==> src/rtl/hazard_forward_ctrl.sv <==
// hazard_forward_ctrl: operand-forwarding selects, load-use bubble sequencing,
// memory-busy freeze and a saturating stall/freeze cycle counter.
// Optional feature macro: FWD_WB_OUT_EN adds a lowest-priority WB/OUT
// forwarding source (select 11) and its wb_out_rd / wb_out_regWrite ports.
module hazard_forward_ctrl #(
    parameter int REG_AW          = 5,
    parameter int LOAD_USE_CYCLES = 1,
    parameter int STALL_CNT_W     = 16
) (
    input  logic                   clk,
    input  logic                   rst,
    input  logic [REG_AW-1:0]      if_id_rs1,
    input  logic [REG_AW-1:0]      if_id_rs2,
    input  logic [REG_AW-1:0]      id_ex_rs1,
    input  logic [REG_AW-1:0]      id_ex_rs2,
    input  logic [REG_AW-1:0]      id_ex_rd,
    input  logic                   id_ex_memRead,
    input  logic [REG_AW-1:0]      ex_mem_rd,
    input  logic                   ex_mem_regWrite,
    input  logic [REG_AW-1:0]      mem_wb_rd,
    input  logic                   mem_wb_regWrite,
`ifdef FWD_WB_OUT_EN
    input  logic [REG_AW-1:0]      wb_out_rd,
    input  logic                   wb_out_regWrite,
`endif
    input  logic                   mem_busy,
    output logic [1:0]             forward_a,
    output logic [1:0]             forward_b,
    output logic                   stall,
    output logic                   bubble,
    output logic                   freeze,
    output logic [STALL_CNT_W-1:0] stall_cnt
);

    typedef enum logic {RUN, LU_STALL} state_t;

    state_t                 state_q, state_d;
    logic [3:0]             lu_cnt_q, lu_cnt_d;
    logic [STALL_CNT_W-1:0] stall_cnt_q, stall_cnt_d;

    // Per-stage producer hit: stage writes a non-zero rd that matches the source.
    logic ex_a, ex_b, wb_a, wb_b, out_a, out_b;
    logic load_use;

    // Forwarding match terms and load-use detection.
    always_comb begin
        ex_a  = ex_mem_regWrite && (ex_mem_rd != '0) && (ex_mem_rd == id_ex_rs1);
        ex_b  = ex_mem_regWrite && (ex_mem_rd != '0) && (ex_mem_rd == id_ex_rs2);
        wb_a  = mem_wb_regWrite && (mem_wb_rd != '0) && (mem_wb_rd == id_ex_rs1);
        wb_b  = mem_wb_regWrite && (mem_wb_rd != '0) && (mem_wb_rd == id_ex_rs2);
`ifdef FWD_WB_OUT_EN
        out_a = wb_out_regWrite && (wb_out_rd != '0) && (wb_out_rd == id_ex_rs1);
        out_b = wb_out_regWrite && (wb_out_rd != '0) && (wb_out_rd == id_ex_rs2);
`else
        out_a = 1'b0;
        out_b = 1'b0;
`endif
        load_use = id_ex_memRead && (id_ex_rd != '0) &&
                   ((id_ex_rd == if_id_rs1) || (id_ex_rd == if_id_rs2));
    end

    // Operand selects: youngest producer wins; forced to regfile during reset.
    always_comb begin
        forward_a = 2'b00;
        forward_b = 2'b00;
        if (!rst) begin
            if (ex_a)       forward_a = 2'b10;
            else if (wb_a)  forward_a = 2'b01;
            else if (out_a) forward_a = 2'b11;
            if (ex_b)       forward_b = 2'b10;
            else if (wb_b)  forward_b = 2'b01;
            else if (out_b) forward_b = 2'b11;
        end
    end

    // Next state and control outputs; a busy memory freezes everything.
    always_comb begin
        state_d  = state_q;
        lu_cnt_d = lu_cnt_q;
        stall    = 1'b0;
        bubble   = 1'b0;
        freeze   = 1'b0;
        if (rst) begin
            state_d  = RUN;
            lu_cnt_d = '0;
        end else if (mem_busy) begin
            freeze = 1'b1;
        end else begin
            unique case (state_q)
                RUN: begin
                    if (load_use) begin
                        stall  = 1'b1;
                        bubble = 1'b1;
                        // First bubble is issued here; the rest come from LU_STALL.
                        if (LOAD_USE_CYCLES > 1) begin
                            state_d  = LU_STALL;
                            lu_cnt_d = 4'(LOAD_USE_CYCLES - 2);
                        end
                    end
                end
                LU_STALL: begin
                    stall  = 1'b1;
                    bubble = 1'b1;
                    if (lu_cnt_q == '0) state_d  = RUN;
                    else                lu_cnt_d = lu_cnt_q - 4'd1;
                end
                default: state_d = RUN;
            endcase
        end
    end

    // Saturating count of cycles spent stalled or frozen.
    always_comb begin
        stall_cnt_d = stall_cnt_q;
        if ((stall || freeze) && (stall_cnt_q != '1))
            stall_cnt_d = stall_cnt_q + 1'b1;
    end

    // State registers with synchronous reset.
    always_ff @(posedge clk) begin
        if (rst) begin
            state_q     <= RUN;
            lu_cnt_q    <= '0;
            stall_cnt_q <= '0;
        end else begin
            state_q     <= state_d;
            lu_cnt_q    <= lu_cnt_d;
            stall_cnt_q <= stall_cnt_d;
        end
    end

    assign stall_cnt = stall_cnt_q;

endmodule

==> config.mk <==
export PLATFORM = sky130hd
export DESIGN_NAME = hazard_forward_ctrl
export DESIGN_NICKNAME = d
export VERILOG_FILES = /design/src/rtl/hazard_forward_ctrl.sv
export SDC_FILE = /design/constraint.sdc
export NUM_CORES = 1
export LEC_CHECK = 0
export CORE_MARGIN = 2
export CORE_UTILIZATION = 40
export CTS_BUF_LIST = sky130_fd_sc_hd__clkbuf_2
export CTS_CLUSTER_SIZE = 28
export DETAILED_ROUTE_END_ITERATION = 7
export PLACE_DENSITY_LB_ADDON = 0.3
export SLEW_MARGIN = 15
export SYNTH_ARGS = -nofsm -noshare
export SYNTH_HDL_FRONTEND = slang
export SYNTH_SLANG_ARGS = --single-unit
==> constraint.sdc <==
create_clock -name clk -period 1.8 [get_ports clk]
set_input_delay 0.27 -clock clk [delete_from_list [all_inputs] [get_ports clk]]
set_output_delay 0.27 -clock clk [all_outputs]
set_load 0.005 [all_outputs]
# After elaboration in Yosys (flattened, before gate mapping)
# Index checks and enable logic that the tools add are counted.
word_totals:
  memories: 0
  out_inout_bits: 23
  mem_bits_rw: 0
  latch_bits: 0
  reg_bits: 21
  wordCells: 45
  mem_bits_ro: 0
  in_bits: 41
op_classes:
  n_bitwise: 3
  addsub: 2
  n_lt_le_gt_ge: 0
  n_eq_ne: 7
  n_mul: 0
  div_mod_pow: 0
  reduce_logical: 16
  shift: 0
  n_mux: 14
ops:
  columns: ["operator", "count"]
  rows:
  - ["$eq 5x5->1", 6]
  - ["$add 16x1->16 const B", 1]
  - ["$ne 16x16->1 const B", 1]
  - ["$reduce_bool 5->1", 3]
  - ["$logic_and 1x1->1", 9]
  - ["$mux 1", 9]
  - ["$mux 2", 4]
  - ["$logic_not 4->1", 1]
  - ["$sub 4x1->4 const B", 1]
  - ["$not 1->1", 3]
  - ["$reduce_and 3->1", 1]
  - ["$logic_or 1x1->1", 2]
  - ["$pmux 1 s2", 1]

# Depth between registers and ports, before layout
# Gate-level depths: netlist of the first run.
depth:
  ltp_word: 9
  ltp_mapped: 7
  mapped_depth_nobuf: 7

# Worst setup path before layout of the first run
# Ideal clock, no wire load.
synth_timing:
  path_type: "register -> register"
  from: "register stall_cnt_q[0], in the netlist stall_cnt[0]"
  to: "register stall_cnt_q[7], in the netlist stall_cnt[7]"
  setup_time_ps: 121
  required_time_ps: 1679
  path_buffers: 0
  stages_incl_launch_ff: 8
  slack_ps: -53
  synth_period_minus_slack_ps: 1853
  arrival_time_ps: 1733
  path_cell_list: "dfxtp_1 -> ha_1 -> and3_1 -> a41oi_1 -> nand2b_1 -> o21ai_2 -> nand4_1 -> mux2_2"
synth_via:
  elab_chain_len: 2
  elab_cells_between_ends: 3
  classes_between: "add/sub: 1; eq/ne: 1; reduce/logical: 1"
synth_rtl:
  columns: ["item", "line", "source"]
  rows:
  - ["start, declared", "39", "logic [STALL_CNT_W-1:0] stall_cnt_q, stall_cnt_d;"]
  - ["start signal, assigned", "128", "stall_cnt_q <= stall_cnt_d;"]
  - ["parallel branches: the longest is 2 deep, another holds $add 16x1->16", null, null]
# Several ways; the timed one is not identified.
# A chain may end at the register's enable or synchronous reset.

# Final worst setup path of the first run
layout_timing:
  from: "register stall_cnt_q[8], in the netlist stall_cnt[8]"
  to: "register stall_cnt_q[14], in the netlist stall_cnt[14]"
# Same word-level chain as after synthesis.

==> metrics.md, run 1 <==
| Metric | Value |
|---|---|
| Largest net degree at the start of global routing | 37 |
| Final instance area | 0.002867 mm2 |
| Syn Nets | 232 |
| Async S/R FF share, synth | 0 |
| Setup CP Type | reg2reg |
| Hold buffer count at cts | 0 |
| Gate Count Post-Synth | 189 |
| Ys flop type | dfxtp_1 |
| Final setup fails | 11 |
| Die Span Y | 66.68 um |
| Yosys warnings | 0 |
| Core Util, Final | 0.7714 |
| Final min period | between 1.5 and 2 ns |
| Fillers | 264 |
| Core ar. | 0.003716 mm2 |
| Clk buf depth | 2 |
| Worst hold path class | in2reg |
| DR pass1 iterations | 4 |
| Cell Area, Placed | 0.002646 mm2 |
| Worst reg2reg path depth | 5 |
| Arr. time, crit path | 2.19 ns |
| CTS tree | built |
| # port buffers | 63 |
| Sequential share of the synthesized area | 0.2675 |
| R2R Setup Slk | -0.09 ns |
| Status | finished, violations left |
| Clock Skew | 0.02787 ns |
| Unique masters post-synth | 42 |
| Routability congestion estimate | between 0.8 and 0.9 |
| Critical path required time | 2.10 ns |
| Clock Sinks | 21 |
| Final Hold Fails | 0 |
| Detailed placement HPWL | 3550 um |
| Routed vias | 1,895 |
| Worst path top cell family by delay | simple AND/OR/NAND/NOR gates |
| Max Freq | 529.0 MHz |
| Critical path peak fanout | 4 |
| Crit Reg-Reg Startpoint | stall_cnt[8]$_SDFFE_PP0P_ |
| CP max stage delay | 0.46 ns |
| Final ANT Viol Nets | 0 |
| Worst setup SP type | register |
| Drt drc | 0 |
| RSZ-0062 raised after global routing | true |
| Relative slew slack | 0.7016 |
| Post-synth EDFFs | 0 |
| Total track usage | 0.2204 |
| ANT cells | 0 |
| Synthesized area | around 0.0016 mm2 |
| Vias per std cell | about 5.3 |
| Critical path buffer and inverter count | 0 |
| Die area | 0.004446 mm2 |
| Critical path, cell by cell | and4_4 > nand3_2 > or3_1 > or4_1 > a21oi_1 |
| Max cap viols | 0 |
| PD cells | 356.5 mW/mm2 |
| Worst slew pin tran | 0.4476 ns |
| Slew Viols, Final | 0 |
| Leak pwr | 1.270 nW |
| Ports | 64 |
| Synth Register Bits | 21 |
| First-pass GRT wire length | 7659 um |
| Cells after DPL | 344 |
| Post-Layout Cell Count | 360 |
| Mean Syn Cell Area | between 8 and 9 um2 |
| Reg clk slew, reported paths | 0.23 ns |
| 1st-iter DRT viols | 49 |
| Area growth syn-to-layout | 82.40% |
| Hold wc startpoint | rst |
| Final worst setup slack | -0.09044 ns |
| H-tree levels | 1 |
| Failing checks | setup timing |
| WL per Instance | 14.73 um |
| Final WL | 5304 um |
| Initial Util | 0.4229 |
| Die Wd | 66.68 um |
| Share of cells above drive strength 1 | 0.4359 |
| Initial antenna violation count | 0 |
| Vias in the first global route | 1,760 |
| Depth of the worst hold-timing path | 3 |
| Critical-path top delay cell | or4_1 |
| Num rows | 22 |
| Reg-to-reg critical path endpoint | stall_cnt[14]$_SDFFE_PP0P_ |
| CP startpoint | stall_cnt[8]$_SDFFE_PP0P_ |
| Final period util | 1.050 |
| Num CTS Buffers | 3 |
| CP Capture Type | register |
| Final nets | approximately 360 |
| Power Total | 1.022 mW |
| Hold EP | stall_cnt[11]$_SDFFE_PP0P_ |
| Total congestion overflow | 0 |
| Clk_lat worst skew | roughly 0.35 ns |
| Peak supply drop | roughly 0.00034 V |
| Root buffer selected by CTS | clkbuf_2 |
-- power by group --
part           leakage (nW)  internal [mW]  switching (mW)  total, mW
sequential            0.175          0.470         0.00366      0.473
clock                0.0164         0.0503           0.157      0.208
combinational          1.08          0.194           0.147      0.341
total                  1.27          0.714           0.308       1.02
-- per-layer routing --
layer  global-route usage  share of wire  up-vias
met5                    0              0        -
met3              0.04223          0.050       12
met2               0.4050           0.52       61
met1               0.2647           0.41      897
li1                     -              -      925
met4              0.04337          0.018        0
-- final cells by class --
type	count	area [um2]	area share
Multi-Input combinational cell	159	1285	0.4483
Timing Repair Buffer	125	1054	0.3675
Sequential cell	21	436.7	0.1523
Tap cell	48	60.06	0.02095
Clock buffer	3	15.01	0.005238
Inverter	3	11.26	0.003928
Clock inverter	1	5.005	0.001746
-- cells in the mapped netlist, types with 3 or more instances --
| cell | number | share of area |
|---|---|---|
| dfxtp_1 | 21 | 0.27 |
| xor2_1 | 21 | 0.12 |
| nor2_1 | 20 | 0.048 |
| xnor2_1 | 14 | 0.078 |
| nand2_1 | 11 | 0.026 |
| nor2b_1 | 10 | 0.040 |
| nand3_1 | 7 | 0.022 |
| or4_1 | 7 | 0.033 |
| a21oi_1 | 6 | 0.019 |
| nand2b_1 | 6 | 0.024 |
| nand4_1 | 5 | 0.020 |
| o21ai_0 | 5 | 0.016 |
| and4_1 | 4 | 0.022 |
| mux2_2 | 4 | 0.029 |
| mux2i_1 | 4 | 0.025 |
| nor3_1 | 4 | 0.013 |
| nor4_1 | 4 | 0.016 |
| and3_1 | 3 | 0.012 |
| clkbuf_1 | 3 | 0.0072 |
| inv_1 | 3 | 0.0072 |
-- worst reg2reg max path, stage by stage (launching register included) --
cell	delay (ns)
dfxtp_2	0.40
and4_4	0.27
nand3_2	0.14
or3_1	0.44
or4_1	0.46
a21oi_1	0.15
-- state kept, by name (all words and copies together), names as in the netlist --
register,flops
lu_cnt_q,4
stall_cnt,16
state_q,1
-- logic make-up (layout without fill, tap and decap cells) --
kind of cell | Yosys count | after routing | synth area share
AO/OA/AOI/OAI | 26 | 26 | 0.1290
multiplexers | 9 | 9 | 0.06130
flip-flops | 21 | 21 | 0.2675
AND/OR/NAND/NOR | 87 | 87 | 0.3065
adder cells (fa/ha/maj) | 2 | 2 | 0.01592
buffers and inverters | 9 | 132 | 0.02468
XOR/XNOR | 35 | 35 | 0.1951
-- cells in the final DEF (no fill, tap or decap), types with 2 or more instances in the layout --
| cell | Yosys | final |
|---|---|---|
| nor2b_1 | 10 | 9 |
| nor2_1 | 20 | 19 |
| dfxtp_1 | 21 | 10 |
| o31ai_1 | 2 | 2 |
| buf_6 | 0 | 12 |
| dfxtp_2 | 0 | 10 |
| and3_1 | 3 | 2 |
| clkbuf_2 | 0 | 6 |
| nand4_1 | 5 | 5 |
| dlymetal6s2s_1 | 0 | 7 |
| xor2_1 | 21 | 21 |
| mux2i_1 | 4 | 4 |
| xnor2_1 | 14 | 13 |
| nand3_2 | 0 | 2 |
| inv_1 | 3 | 2 |
| nor3_2 | 2 | 4 |
| buf_2 | 1 | 15 |
| nand2_1 | 11 | 10 |
| nand3_1 | 7 | 4 |
| clkdlybuf4s50_1 | 0 | 21 |
| o21ai_2 | 2 | 2 |
| buf_4 | 1 | 53 |
| nor3_1 | 4 | 2 |
| o21ai_1 | 1 | 2 |
| or4_1 | 7 | 6 |
| o21ai_4 | 0 | 2 |
| or3_1 | 2 | 2 |
| nor4_2 | 0 | 3 |
| and4_4 | 0 | 3 |
| clkdlybuf4s15_1 | 0 | 6 |
| a21oi_1 | 6 | 6 |
| o21ai_0 | 5 | 2 |
| dlygate4sd2_1 | 0 | 7 |
| nand2b_1 | 6 | 5 |
| mux2_2 | 4 | 3 |
-- worst max-delay path by stage --
stage                                       endpoint  cells past startpoint
after floorplan            stall_cnt[7]$_SDFFE_PP0P_                      6
after global placement                  forward_b[0]                      7
after detailed placement                forward_a[0]                      7
after CTS                               forward_b[0]                      6
after global routing                    forward_b[0]                      5
final                     stall_cnt[14]$_SDFFE_PP0P_                      5
-- through the flow --
step                      hold slack (ns)  setup slack [ns]   TNS, ns
after floorplan                    0.4521          -0.01617  -0.03234
after global placement             0.4761           -0.9042    -12.47
after detailed placement           0.4828           -0.8781    -12.75
after CTS                          0.4452          -0.06183   -0.1060
after global routing               0.4431           -0.1454    -1.314
final                              0.4592          -0.09044   -0.5964
-- what timing repair did --
action | 4_1_cts | 5_1_grt
resized for setup | 119 | 44
endpoints found under the setup margin | 23 | 21
hold endpoints to repair | 0 | 0
buffers inserted | 6 | 7
pin swaps | 31 | 25
Power figures use the tool's default switching activity.
==> run 2, diff against run 1 <==
--- a/config.mk
+++ b/config.mk
@@ -10,6 +10,7 @@
 export CTS_BUF_LIST = sky130_fd_sc_hd__clkbuf_2
 export CTS_CLUSTER_SIZE = 28
 export DETAILED_ROUTE_END_ITERATION = 7
+export MAX_ROUTING_LAYER = met4
 export PLACE_DENSITY_LB_ADDON = 0.3
 export SLEW_MARGIN = 15
 export SYNTH_ARGS = -nofsm -noshare
==> metrics.md, run 2 (synthesis gave the netlist of run 1 again) <==
| Metric | Value |
|---|---|
| Status | finished, violations left (unchanged) |
| Failing checks | setup timing (unchanged) |
| Reg clk slew, reported paths | 0.23 ns (about the same) |
| Worst slew pin tran | 0.4296 ns (was 0.4476 ns) |
| Critical-path top delay cell | or4_1 (unchanged) |
| # port buffers | 63 (unchanged) |
| Die area | 0.004446 mm2 (unchanged) |
| Num CTS Buffers | 3 (unchanged) |
| Grt met3 use | 0.04223 (unchanged) |
| Core Util, Final | 0.7714 (unchanged) |
| Hold WS | 0.4586 ns (was 0.4592 ns) |
| Clock Skew | 0.02307 ns (was 0.02787 ns) |
| ANT cells | 0 (unchanged) |
| Clk pwr share | 0.203 (about the same) |
| Routed vias | 1,884 (was 1,895) |
| Final setup fails | 10 (was 11) |
| Most frequent cells in the layout | 53 x buf_4, 21 x xor2_1, 21 x clkdlybuf4s50_1, 19 x nor2_1, 15 x buf_2 (unchanged) |
| Arr. time, crit path | 2.19 ns (about the same) |
| CP max stage delay | 0.46 ns (about the same) |
| Worst hold path class | in2reg (unchanged) |
| Vias in the first global route | 1,761 (was 1,760) |
| GRT busiest layer | met2 (unchanged) |
| Final worst setup slack | -0.09523 ns (was -0.09044 ns) |
| Clk buf depth | 2 (unchanged) |
| First-pass GRT wire length | 7659 um (unchanged) |
| Grt met1 use | 0.2647 (unchanged) |
| Leak pwr | 1.270 nW (unchanged) |
| Final WL | 5261 um (was 5304 um) |
| Vias per std cell | 5.233 (was 5.264) |
| Most common cell after layout, fill and taps aside | buf_4 (unchanged) |
| Gate power share | 0.333 (was 0.334) |
| CTS tree | built (unchanged) |
| Final nets | 356 (unchanged) |
| 1st-iter DRT viols | 37 (was 49) |
| Routability congestion estimate | 0.8324 (was 0.8201) |
| Clock Sinks | 21 (unchanged) |
| Critical path, cell by cell | and4_4 > nand3_2 > or3_1 > or4_1 > a21oi_1 (unchanged) |
| Final Hold Fails | 0 (unchanged) |
| DR pass1 iterations | 4 (unchanged) |
| Worst setup SP type | register (unchanged) |
| Critical path peak fanout | 4 (unchanged) |
| Final ANT Viol Nets | 0 (unchanged) |
| Psw | 306.4 uW (was 307.5 uW) |
| Root buffer selected by CTS | clkbuf_2 (unchanged) |
| Ports | 64 (unchanged) |
| PD cells | 356.1 mW/mm2 (was 356.5 mW/mm2) |
| WL per Instance | 14.61 um (was 14.73 um) |
| H-tree levels | 1 (unchanged) |
| Largest net degree at the start of global routing | 37 (unchanged) |
| Setup CP Type | reg2reg (unchanged) |
| Drt drc | 0 (unchanged) |
| Max Freq | 527.6 MHz (was 529.0 MHz) |
| Critical path required time | 2.09 ns (was 2.10 ns) |
| Pint | 714.3 uW (about the same) |
| Die Span Y | 66.68 um (unchanged) |
| Core ar. | 0.003716 mm2 (unchanged) |
| Final instance area | 0.002867 mm2 (unchanged) |
| Largest register FFs | 16 (unchanged) |
| Max cap viols | 0 (unchanged) |
| Final min period | 1.895 ns (was 1.890 ns) |
| Area growth syn-to-layout | 82.40% (unchanged) |
| Peak supply drop | 0.0003370 V (was 0.0003360 V) |
| Slew Viols, Final | 0 (unchanged) |
| Die Wd | 66.68 um (unchanged) |
| Total track usage | 0.2261 (was 0.2204) |
| Seq pwr share | 0.464 (was 0.463) |
| Hold buffer count at cts | 0 (unchanged) |
| RSZ-0062 raised after global routing | true (unchanged) |
| Met2 Resource Use GR | 0.4050 (unchanged) |
| Share of cells above drive strength 1 | 0.4359 (unchanged) |
| CP Capture Type | register (unchanged) |
| Relative slew slack | 0.7136 (was 0.7016) |
| Detailed placement HPWL | 3550 um (unchanged) |
| Total congestion overflow | 0 (unchanged) |
| Num rows | 22 (unchanged) |
| Initial Util | 0.4229 (unchanged) |
| Cell Area, Placed | 0.002646 mm2 (unchanged) |
| Final period util | 1.053 (was 1.050) |
| Clk_lat worst skew | 0.34 ns (was 0.35 ns) |
| Net Sw Frac | 0.3002 (was 0.3010) |
| Initial antenna violation count | 0 (unchanged) |
[run 2: layout make-up]
| class | instances | area (um2) |
|---|---|---|
| multi-input combinational | 159 | 1285 |
| sequential | 21 | 436.7 |
| clock inverter | 1 | 5.005 |
| timing repair buffer | 125 | 1054 |
| fill | 264 | 849.6 |
| tap | 48 | 60.06 |
| inverter | 3 | 11.26 |
| clock buffer | 3 | 15.01 |
[run 2: timing repair]
action,4_1_cts,5_1_grt
setup buffers,6,7
gates resized for setup,119,44
endpoints found under the setup margin,23,21
pin swaps,31,25
[run 2: metal layers]
metal	up-vias	share of wire
met2	52	0.53
met1	893	0.41
li1	927	-
met4	0	0.019
met3	12	0.047
met5	-	0
[run 2: per-stage QoR]
step	setup slack [ns]	TNS, ns	total power [mW]	std cells
2_1_floorplan	-0.01617	-0.03234	0.5954	189
3_3_place_gp	-0.9042	-12.47	0.7892	344
3_5_place_dp	-0.8781	-12.75	0.7976	344
4_1_cts	-0.06183	-0.1060	1.002	353
5_1_grt	-0.1454	-1.314	1.068	360
6_report	-0.09523	-0.5518	1.021	360
[run 2: path summary, 6_finish.rpt]
check | from | end | slack [ns] | depth (start not counted)
max | stall_cnt[8]$_SDFFE_PP0P_ | stall_cnt[14]$_SDFFE_PP0P_ | -0.1 | 5
min reg2reg | lu_cnt_q[2]$_SDFFE_PP0P_ | lu_cnt_q[2]$_SDFFE_PP0P_ | 0.51 | 2
min | rst | lu_cnt_q[0]$_SDFFE_PP0P_ | 0.46 | 3
max reg2reg | stall_cnt[8]$_SDFFE_PP0P_ | stall_cnt[14]$_SDFFE_PP0P_ | -0.1 | 5
[run 2: power groups by stage]
stage	Clock (mW)	Sequential (mW)	Combinational (mW)
floorplan	0	0.482	0.113
global placement	0	0.480	0.309
detailed placement	0	0.480	0.317
CTS	0.206	0.474	0.322
global route	0.226	0.474	0.368
finish	0.207	0.473	0.340
[run 2: critical path, delay by kind of cell (launching register included)]
kind               cells  cell delay, ns
AOI/OAI and AO/OA      1            0.15
DFF                    1            0.40
and+or+nand+nor        4            1.31
